`src/rtl/alu.sv`:
```
// Multi-group multiply-free filter ALU: signed shift-add/subtract accumulation over NUM_RJ coefficient groups.
// Define ALU_SAT_EN to saturate MAC results; without it the accumulator wraps modulo 2^ACC_W.
module alu #(
    parameter int DATA_W = 16,
    parameter int ACC_W  = 40,
    parameter int NUM_RJ = 16
) (
    input  logic              clk,
    input  logic              clear,
    input  logic              enable,
    input  logic [7:0]        current_data_addr,
    input  logic [DATA_W-1:0] data,
    input  logic [DATA_W-1:0] coeff_data,
    input  logic [7:0]        rj_data,
    output logic [7:0]        data_addr,
    output logic [8:0]        coeff_addr,
    output logic [3:0]        rj_addr,
    output logic              output_en,
    output logic [ACC_W-1:0]  accum_reg
);

    // state   | meaning
    // IDLE    | waiting for enable; result of last run held
    // LOAD_RJ | latch coefficient count of group rj_addr
    // MAC     | one add/subtract of a delayed sample per cycle
    // SHIFT   | arithmetic halving after each group
    // DONE    | result valid; wait for enable to drop
    typedef enum logic [2:0] {IDLE, LOAD_RJ, MAC, SHIFT, DONE} state_t;

    localparam int FRAC_W = 16;
    localparam int PAD_W  = ACC_W - DATA_W - FRAC_W;

    state_t           state, state_nxt;
    logic [7:0]       count, count_nxt;
    logic [ACC_W-1:0] accum_nxt;
    logic [8:0]       coeff_addr_nxt;
    logic [3:0]       rj_addr_nxt;
    logic             output_en_nxt;
    logic [ACC_W-1:0] operand;
    logic [ACC_W-1:0] mac_res;
    logic             unused_coeff_bits;

    assign unused_coeff_bits = ^coeff_data[DATA_W-1:9];
    assign data_addr = current_data_addr - coeff_data[7:0];
    assign operand   = {{PAD_W{data[DATA_W-1]}}, data, {FRAC_W{1'b0}}};

`ifdef ALU_SAT_EN
    logic [ACC_W:0] sum_wide;

    always_comb begin
        if (coeff_data[8])
            sum_wide = {accum_reg[ACC_W-1], accum_reg} - {operand[ACC_W-1], operand};
        else
            sum_wide = {accum_reg[ACC_W-1], accum_reg} + {operand[ACC_W-1], operand};
        // Extra sign bit disagreeing with the result MSB means the 40-bit result overflowed
        if (sum_wide[ACC_W] != sum_wide[ACC_W-1])
            mac_res = sum_wide[ACC_W] ? {1'b1, {(ACC_W-1){1'b0}}} : {1'b0, {(ACC_W-1){1'b1}}};
        else
            mac_res = sum_wide[ACC_W-1:0];
    end
`else
    always_comb begin
        if (coeff_data[8])
            mac_res = accum_reg - operand;
        else
            mac_res = accum_reg + operand;
    end
`endif

    always_ff @(posedge clk) begin
        if (clear) begin
            state      <= IDLE;
            accum_reg  <= '0;
            coeff_addr <= '0;
            rj_addr    <= '0;
            output_en  <= 1'b0;
            count      <= '0;
        end else begin
            state      <= state_nxt;
            accum_reg  <= accum_nxt;
            coeff_addr <= coeff_addr_nxt;
            rj_addr    <= rj_addr_nxt;
            output_en  <= output_en_nxt;
            count      <= count_nxt;
        end
    end

    always_comb begin
        state_nxt      = state;
        accum_nxt      = accum_reg;
        coeff_addr_nxt = coeff_addr;
        rj_addr_nxt    = rj_addr;
        count_nxt      = count;
        output_en_nxt  = 1'b0;
        case (state)
            IDLE: begin
                if (enable) begin
                    accum_nxt      = '0;
                    coeff_addr_nxt = '0;
                    rj_addr_nxt    = '0;
                    state_nxt      = LOAD_RJ;
                end
            end
            LOAD_RJ: begin
                if (!enable) begin
                    state_nxt = IDLE;
                end else begin
                    count_nxt = rj_data;
                    state_nxt = (rj_data != 8'd0) ? MAC : SHIFT;
                end
            end
            MAC: begin
                if (!enable) begin
                    state_nxt = IDLE;
                end else begin
                    accum_nxt      = mac_res;
                    coeff_addr_nxt = coeff_addr + 9'd1;
                    count_nxt      = count - 8'd1;
                    if (count == 8'd1)
                        state_nxt = SHIFT;
                end
            end
            SHIFT: begin
                if (!enable) begin
                    state_nxt = IDLE;
                end else begin
                    accum_nxt   = {accum_reg[ACC_W-1], accum_reg[ACC_W-1:1]};
                    rj_addr_nxt = rj_addr + 4'd1;
                    if (rj_addr == 4'(NUM_RJ - 1)) begin
                        state_nxt     = DONE;
                        output_en_nxt = 1'b1;
                    end else begin
                        state_nxt = LOAD_RJ;
                    end
                end
            end
            DONE: begin
                if (!enable)
                    state_nxt = IDLE;
            end
            default: state_nxt = IDLE;
        endcase
    end

endmodule

```
`config.mk`:
```
export PLATFORM = sky130hd
export DESIGN_NAME = alu
export DESIGN_NICKNAME = d
export VERILOG_FILES = /design/src/rtl/alu.sv
export SDC_FILE = /design/constraint.sdc
export NUM_CORES = 1
export LEC_CHECK = 0
export CAP_MARGIN = 20
export CELL_PAD_IN_SITES_DETAIL_PLACEMENT = 1
export CELL_PAD_IN_SITES_GLOBAL_PLACEMENT = 1
export CORE_MARGIN = 10
export CORE_UTILIZATION = 40
export CTS_BUF_LIST = sky130_fd_sc_hd__clkbuf_16
export DETAILED_ROUTE_END_ITERATION = 10
export GPL_ROUTABILITY_DRIVEN = 0
export PLACE_DENSITY_LB_ADDON = 0.15
export SETUP_SLACK_MARGIN = 0.3
export SYNTH_ARGS = -nofsm -noshare
export SYNTH_HDL_FRONTEND = slang
export SYNTH_SLANG_ARGS = --single-unit
```
`constraint.sdc`:
```
create_clock -name clk -period 5.35 [get_ports clk]
set_input_delay 0.8025 -clock clk [delete_from_list [all_inputs] [get_ports clk]]
set_output_delay 0.8025 -clock clk [all_outputs]
set_load 0.01 [all_outputs]
```
# Yosys cells after proc, flatten, opt, wreduce, memory -nomap -nowiden
# Cells that the tools add are included.
op_classes:
  n_addsub: 6
  n_eq_ne: 12
  n_mux: 24
  bitwise: 2
  reduce_logical: 13
op_table:
  columns: ["op", "count"]
  rows:
  - ["two-way mux 40 bit", 3]
  - ["one-hot mux 40 bit (3 select lines)", 1]
  - ["adder 40 bit", 1]
  - ["subtractor 40 bit", 1]
  - ["two-way mux 39 bit", 1]
  - ["two-way mux 3 bit", 6]
  - ["two-way mux 9 bit", 2]
  - ["one-hot mux 9 bit (2 select lines)", 1]
  - ["two-way mux 8 bit", 2]
  - ["one-hot mux 8 bit (2 select lines)", 1]
  - ["one-hot mux 3 bit (5 select lines)", 1]
  - ["AND reduction 3 bit", 4]
  - ["!= test 2 bit (second input constant)", 5]
  - ["adder 9 x 1 -> 9 bit (second input constant)", 1]
  - ["equality test 8 x 1 -> 1 bit (second input constant)", 1]
  - ["two-way mux 4 bit", 2]
  - ["one-hot mux 4 bit (2 select lines)", 1]
  - ["AND reduction 4 bit", 2]
  - ["nonzero test 8 bit", 1]
  - ["subtractor 8 x 1 -> 8 bit (second input constant)", 1]
  - ["subtractor 8 bit", 1]
  - ["equality test 3 x 2 -> 1 bit (second input constant)", 2]
  - ["nonzero test 2 bit", 3]
  - ["adder 4 x 1 -> 4 bit (second input constant)", 1]
  - ["other kinds (10)", 12]
totals:
  reg_bits: 65
  input_bits: 51
  wordCells: 64

# Depth between registers and ports, before layout
# Gate-level depths: netlist (run 1).
logic_depth:
  depth_word: 4
  depth_mapped: 14

# Worst setup path after synthesis (run 1)
# Ideal clock, no wire load.
synth_timing:
  kind: "input-to-reg"
  startpoint: "input data[4]"
  endpoint: "register accum_reg[39]"
  setup_ns: 0.079
  arrival_ns: 3.526
  t_required_ns: 5.271
  slack_ns: 1.745
  path_stages: 14
  cell_sequence: "nor4_4 -> nand2_1 -> nor4_1 -> nor2_1 -> xnor2_1 -> ha_1 -> nand2_1 -> inv_1 -> a2111oi_0 -> a211o_2 -> nand4_2 -> a311o_1 -> a2111o_1 -> o211ai_1"
synth_via:
  elab_chain_cells: 4
synth_rtl:
  columns: ["item", "line_no", "source"]
  rows:
  - ["from (decl)", "12", "input logic [DATA_W-1:0] data,"]
  - ["adder 40 bit or subtractor 40 bit (tied branches)", "66, 64", null]
  - ["two-way mux 40 bit *", "63", "if (coeff_data[8])"]
  - ["two-way mux 40 bit *", "113", "if (!enable) begin"]
  - ["one-hot mux 40 bit (3 select lines) *", "95", "case (state)"]
  - ["to (signal assigned)", "80", "accum_reg <= accum_nxt;"]
  - ["to (decl)", "19", "output logic [ACC_W-1:0] accum_reg"]
# Every way passes the cells marked *; elsewhere a longest branch is shown, timed or not. The select of a mux whose other input is x is not followed.
# A chain may end at the register's enable or synchronous reset.

# Worst setup path after layout (run 1)
# Ends and elaborated chain as after synthesis.

==> impl_metrics.py, run 1 <==
metrics = {
    "finish": {
        "fillerInstances": 1525,
        "nNetsFinal": 840,
        "area_growth_pct": 29.8,
        "largest_reg_flops": 40,
        "drive_gt1_share_pct": 5.56,
        "num_antenna_cells": 0,
    },
    "timing": {
        "setup_viol_count_final": 0,
        "rsz0062_at_grt": "false",
        "tightest_slew_ns": 0.853,
        "clock_skew_ns": 0.00689,
        "slew_viol_final": 0,
        "period_share_pct": 81.9,
        "slew_headroom_pct": 43.0,
        "fin_crit_ns": 4.38,
        "finalHoldViolCount": 0,
        "setup-tns-final_ns": 0,
        "max_freq_mhz": 228,
        "fin_ws_ns": 0.967,
    },
    "clock_tree": {
        "cts_root_buffer": "clkbuf_16",
        "post-cts-setup-buffers": 0,
        "cts_tree": "done",
        "cts_buffers": 9,
        "cts_htree_levels": 3,
        "clockBufferDepth": 2,
        "clk_latency_ns": 0.33,
        "post_cts_resized": 0,
        "cts_hold_buffers": 0,
        "cts.sinks": 65,
        "cts.clk_slew.worst_paths_ns": 0.06,
    },
    "synth": {
        "async_reset_ff_share_pct": 0,
        "yosys_warnings": 0,
        "synth.ff_latch_count": 65,
        "ys_seq_area_share_pct": 26.2,
        "synth_edf_count": 0,
        "synthCells": 662,
        "synth_ff_type": "dfxtp_1",
        "avgSynthCellArea_um2": 7.51,
        "syn-num-nets": 751,
        "synth_area_um2": 4970,
        "ys_types": 73,
    },
    "critical_path": {
        "start_kind": "primary input",
        "crit_fanout": 7,
        "arrival_ns": 4.63,
        "required_ns": 5.60,
        "crit_type": "primary input to register",
        "critPathCaptureType": "register",
    },
    "die": {
        "die_y_um": 131,
        "start_util_pct": 41.0,
        "die_area_um2": 17300,
        "std_cell_rows": 40,
        "die_w_um": 131,
        "core_region_area_um2": 12100,
        "boundaryPins": 113,
    },
    "pwr": {
        "power_leakage_nw": 2.41,
        "ir_drop_mv": 0.138,
        "cellPowerDensity_nw_per_um2": 219,
    },
    "grt": {
        "grt_max_degree": 73,
        "gr-usage-all-layers_pct": 18.9,
        "globalRouteOverflowTotal": 0,
        "grt_pass1_vias": 5745,
        "grt_pass1_wl_mm": 27.9,
        "antenna_found_initial": 0,
    },
    "drt": {
        "drc": 0,
        "drt-initial-drc-count": 304,
        "vias_per_cell": 5.66,
        "ant_nets": 0,
        "routed_wl_mm": 16.7,
        "avgRoutedWirePerCell_um": 18.1,
        "dr.pass1.iters": 4,
        "vias": 5230,
    },
    "min_path": {
        "hold_class": "register to register",
    },
    "placement": {
        "port-buffer-count": 105,
        "post-place-ws_ns": 0.712,
        "post-dp-hpwl_mm": 12.3,
    },
    "flow_run": {
        "maxCapViolations": 0,
    },
    "status": {
        "status": "finished, final reports clean",
    },
}
## logic make-up (layout without fill, tap and decap cells)
logic type | Yosys count | after routing | share of synthesized area, %
simple gates | 239 | 239 | 23.6
fa+ha+maj | 38 | 38 | 9.87
mux | 3 | 3 | 0.654
xor+xnor | 33 | 33 | 5.81
compound gates | 219 | 219 | 28.1
flops | 65 | 65 | 26.2
buf+inv | 65 | 159 | 5.71
## cells in the mapped netlist, types with 7 or more instances
cell type | n | share of area, %
nor2b_1 | 9 | 1.1
a31oi_1 | 8 | 1.0
nand2_1 | 62 | 4.7
nor2_1 | 71 | 5.4
xnor2_1 | 27 | 4.8
nor3_1 | 13 | 1.3
inv_1 | 29 | 2.2
clkbuf_1 | 26 | 2.0
dfxtp_1 | 65 | 26
a21oi_1 | 79 | 8.0
nor4_1 | 8 | 1.0
nand3_1 | 31 | 3.1
ha_1 | 36 | 9.1
a22oi_1 | 16 | 2.4
a211oi_1 | 11 | 1.7
o21ai_0 | 36 | 3.6
nand2b_1 | 7 | 0.88
a21o_1 | 14 | 2.1
## cells in the final DEF, fill, tap and decap left out, types with 5 or more instances in the layout
cell and count:
a21o_1 14, nor2b_1 9, dfxtp_1 65, xor2_1 6, nand3b_1 6, xnor2_1 27, ha_1 36, clkbuf_16 9
o21a_1 5, nand3_1 31, a22oi_1 16, buf_4 5, nand2b_1 7, clkdlybuf4s50_1 104, nor4_1 8, nand2_1 62
nor2_1 70, a31oi_1 8, inv_1 29, nor3_1 13, a21oi_1 79, a211oi_1 11, or3_1 5, o21ai_0 36
## critical path: stages
cell	delay, ns
clkdlybuf4s50_1	0.50
nor4_4	0.47
nand2_1	0.12
nor4_1	0.26
nor2_1	0.09
xnor2_1	0.16
ha_1	0.21
nand2_1	0.08
inv_1	0.05
a2111oi_0	0.54
a211o_2	0.28
nand4_2	0.20
a311o_1	0.39
a2111o_1	0.38
o211ai_1	0.09
## power breakdown
group / switching (mW) / internal (mW)
clock: 0.223 / 0.403
combinational: 0.157 / 0.128
sequential: 0.00942 / 0.490
total: 0.389 / 1.02
## stage by stage
stage	hold WS [ns]	cells	cell area, µm²	power (mW)	utilization, %
floorplan	0.444	662	4970	0.681	-
global placement	0.441	906	6100	0.780	50.4
detailed placement	0.461	906	6100	0.791	50.4
CTS	0.474	922	6410	1.42	53.0
global route	0.507	924	6450	1.48	53.3
finish	0.476	924	6450	1.41	53.3
## routing by layer
layer	vias up	global-route usage, %	wire length [µm]	part of all wire [%]
met4	0	5.38	263	1.6
li1	2590	-	-	-
met1	2519	20.7	7020	42
met5	-	0	0	0
met3	19	4.95	875	5.2
met2	102	34.9	8560	51
## area by class of cell
cell class / count / area (µm²) / area share [%]
clock buffer: 9 / 225 / 3.49
timing repair buffer: 112 / 1120 / 17.4
clock inverter: 7 / 85.1 / 1.32
sequential: 65 / 1300 / 20.2
multi-input combinational: 532 / 3390 / 52.6
tap: 168 / 210 / 3.26
inverter: 31 / 116 / 1.80
## path summary, 6_finish.rpt
kind	from	endpoint	slack (ns)	depth (start not counted)
hold / removal	accum_reg[2]	accum_reg[2]	0.48	2
hold reg to reg	accum_reg[2]	accum_reg[2]	0.48	2
setup / recovery	data[4]	accum_reg[39]	0.97	15
setup reg to reg	state[1]	accum_reg[36]	2.20	7
(Power assumes the default switching activity.)
==> run 2, diff against run 1 <==
Settings changed: CORE_UTILIZATION 40 to 37.
Clock period 5.35 ns to 4.39 ns, I/O delays scaled along.
==> run 2 against run 1 <==
Utilization decreased by 3.4 points; sequential power is 21% higher; die area increased by 6.9%; largest power group unchanged; highest routed layer unchanged.
==> impl_metrics.py, run 2 (same netlist as run 1, synthesis figures left out) <==
metrics = {
    "status": {
        "status": "finished, final reports clean",
    },
    "clock_tree": {
        "clk_latency_ns": 0.34,
        "cts.sinks": 65,
        "cts_hold_buffers": 0,
        "clockBufferDepth": 2,
        "cts_buffers": 9,
        "cts_root_buffer": "clkbuf_16",
        "cts_htree_levels": 3,
        "cts_tree": "done",
        "cts.clk_slew.worst_paths_ns": 0.05,
    },
    "pwr": {
        "power_switching_uw": 478,
        "cellPowerDensity_nw_per_um2": 254,
        "ir_drop_mv": 0.204,
        "p_int_mw": 1.19,
        "comb_power_share_pct": 21.6,
        "p_seq_share_pct": 36.3,
        "power.share.switching_pct": 28.6,
        "power_leakage_nw": 2.47,
        "clockPowerShare_pct": 42.0,
    },
    "critical_path": {
        "reg2reg_from": "state[0]",
        "r2r_end": "accum_reg[36]",
        "reg2reg_depth": 7,
        "regToRegSetupSlack_ns": 1.44,
        "critPathCaptureType": "register",
        "crit_fanout": 4,
        "crit_type": "primary input to register",
        "arrival_ns": 4.20,
        "required_ns": 4.64,
        "start_kind": "primary input",
    },
    "drt": {
        "dr.pass1.iters": 4,
        "avgRoutedWirePerCell_um": 18.4,
        "vias": 5426,
        "drt-initial-drc-count": 276,
        "vias_per_cell": 5.74,
        "routed_wl_mm": 17.4,
        "ant_nets": 0,
        "drc": 0,
    },
    "min_path": {
        "hold_class": "register to register",
        "holdPathStages": 2,
        "hold_path_end": "accum_reg[0]",
        "worstHoldStart": "accum_reg[0]",
    },
    "finish": {
        "utilization_pct": 49.9,
        "drive_gt1_share_pct": 8.83,
        "final_area_um2": 6580,
        "fillerInstances": 1637,
        "largest_reg_flops": 40,
        "multi_input_area_um2": 3450,
        "nNetsFinal": 854,
        "seq_area_um2": 1300,
        "area_growth_pct": 32.4,
        "layout_common_cells": "103 x clkdlybuf4s50_1, 75 x a21oi_1, 69 x nor2_1",
        "final_common_cell": "clkdlybuf4s50_1",
        "num_antenna_cells": 0,
    },
    "die": {
        "core_region_area_um2": 13200,
        "die_w_um": 136,
        "start_util_pct": 37.7,
        "die_y_um": 136,
        "die_area_um2": 18500,
        "std_cell_rows": 42,
        "boundaryPins": 113,
    },
    "grt": {
        "grt_pass1_wl_mm": 28.9,
        "grt_max_degree": 43,
        "grt_pass1_vias": 5814,
        "antenna_found_initial": 0,
        "globalRouteOverflowTotal": 0,
        "gr-usage-all-layers_pct": 18.8,
    },
    "timing": {
        "fin_crit_ns": 3.95,
        "setup-tns-final_ns": 0,
        "finalHoldViolCount": 0,
        "period_share_pct": 89.9,
        "slew_headroom_pct": 48.9,
        "slew_viol_final": 0,
        "whs_ns": 0.458,
        "tightest_slew_ns": 0.765,
        "clock_skew_ns": 0.00461,
        "rsz0062_at_grt": "true",
        "setup_viol_count_final": 0,
        "max_freq_mhz": 253,
    },
    "placement": {
        "placed_cell_area_um2": 6220,
        "post-dp-hpwl_mm": 13.3,
        "port-buffer-count": 105,
    },
    "flow_run": {
        "maxCapViolations": 0,
    },
}
-- run 2: worst max-delay path by stage --
stage	start	end	slack, ns	cells after the start
after floorplan	data[4]	accum_reg[39]	0.93	14
after global placement	data[0]	accum_reg[36]	0.13	14
after detailed placement	data[4]	accum_reg[36]	0.07	14
after CTS	data[0]	accum_reg[36]	0.33	14
after global routing	data[2]	accum_reg[36]	0.20	14
final	data[0]	accum_reg[36]	0.44	14
-- run 2: cell type report --
class	instances	share of cell area [%]
multi-input cells	532	52.4
well taps	176	3.35
clock buffers	9	3.42
inverters	31	1.77
clock inverters	7	0.950
repair buffers	126	18.3
flip-flops and latches	65	19.8
-- run 2: stage by stage --
| stage | setup slack, ns | power [mW] | std cells |
|---|---|---|---|
| 6_report | 0.444 | 1.67 | 946 |
| 5_1_grt | 0.200 | 1.75 | 946 |
| 4_1_cts | 0.327 | 1.68 | 944 |
| 3_5_place_dp | 0.0716 | 0.975 | 928 |
| 3_3_place_gp | 0.132 | 0.959 | 928 |
| 2_1_floorplan | 0.929 | 0.830 | 662 |
-- run 2: critical path, stage by stage --
cell	delay, ns
clkdlybuf4s50_1	0.56
inv_1	0.09
ha_1	0.26
nor2_1	0.14
xnor2_1	0.15
ha_1	0.31
nor2b_1	0.20
o31ai_2	0.27
a211o_1	0.23
a31oi_1	0.15
a21oi_2	0.26
nor2b_1	0.10
or4b_2	0.64
a31oi_1	0.17
-- run 2: power by group through the flow --
| stage | clock network (mW) | registers (mW) | logic [mW] |
|---|---|---|---|
| floorplan | 0 | 0.615 | 0.215 |
| global placement | 0 | 0.618 | 0.341 |
| detailed placement | 0 | 0.619 | 0.356 |
| CTS | 0.720 | 0.606 | 0.359 |
| global route | 0.744 | 0.607 | 0.401 |
| finish | 0.701 | 0.606 | 0.361 |
-- run 2: timing repair --
action                                  4_1_cts  5_1_grt
endpoints found under the setup margin        0        5
resized for setup                             0       18
setup buffers                                 0        2
-- run 2: layer usage --
| metal | global-route usage [%] | up-vias | share of wire [%] |
|---|---|---|---|
| li1 | - | 2617 | - |
| met1 | 20.5 | 2664 | 41 |
| met2 | 34.4 | 118 | 51 |
| met3 | 5.24 | 27 | 5.9 |
| met4 | 5.92 | 0 | 1.9 |
| met5 | 0 | - | 0 |
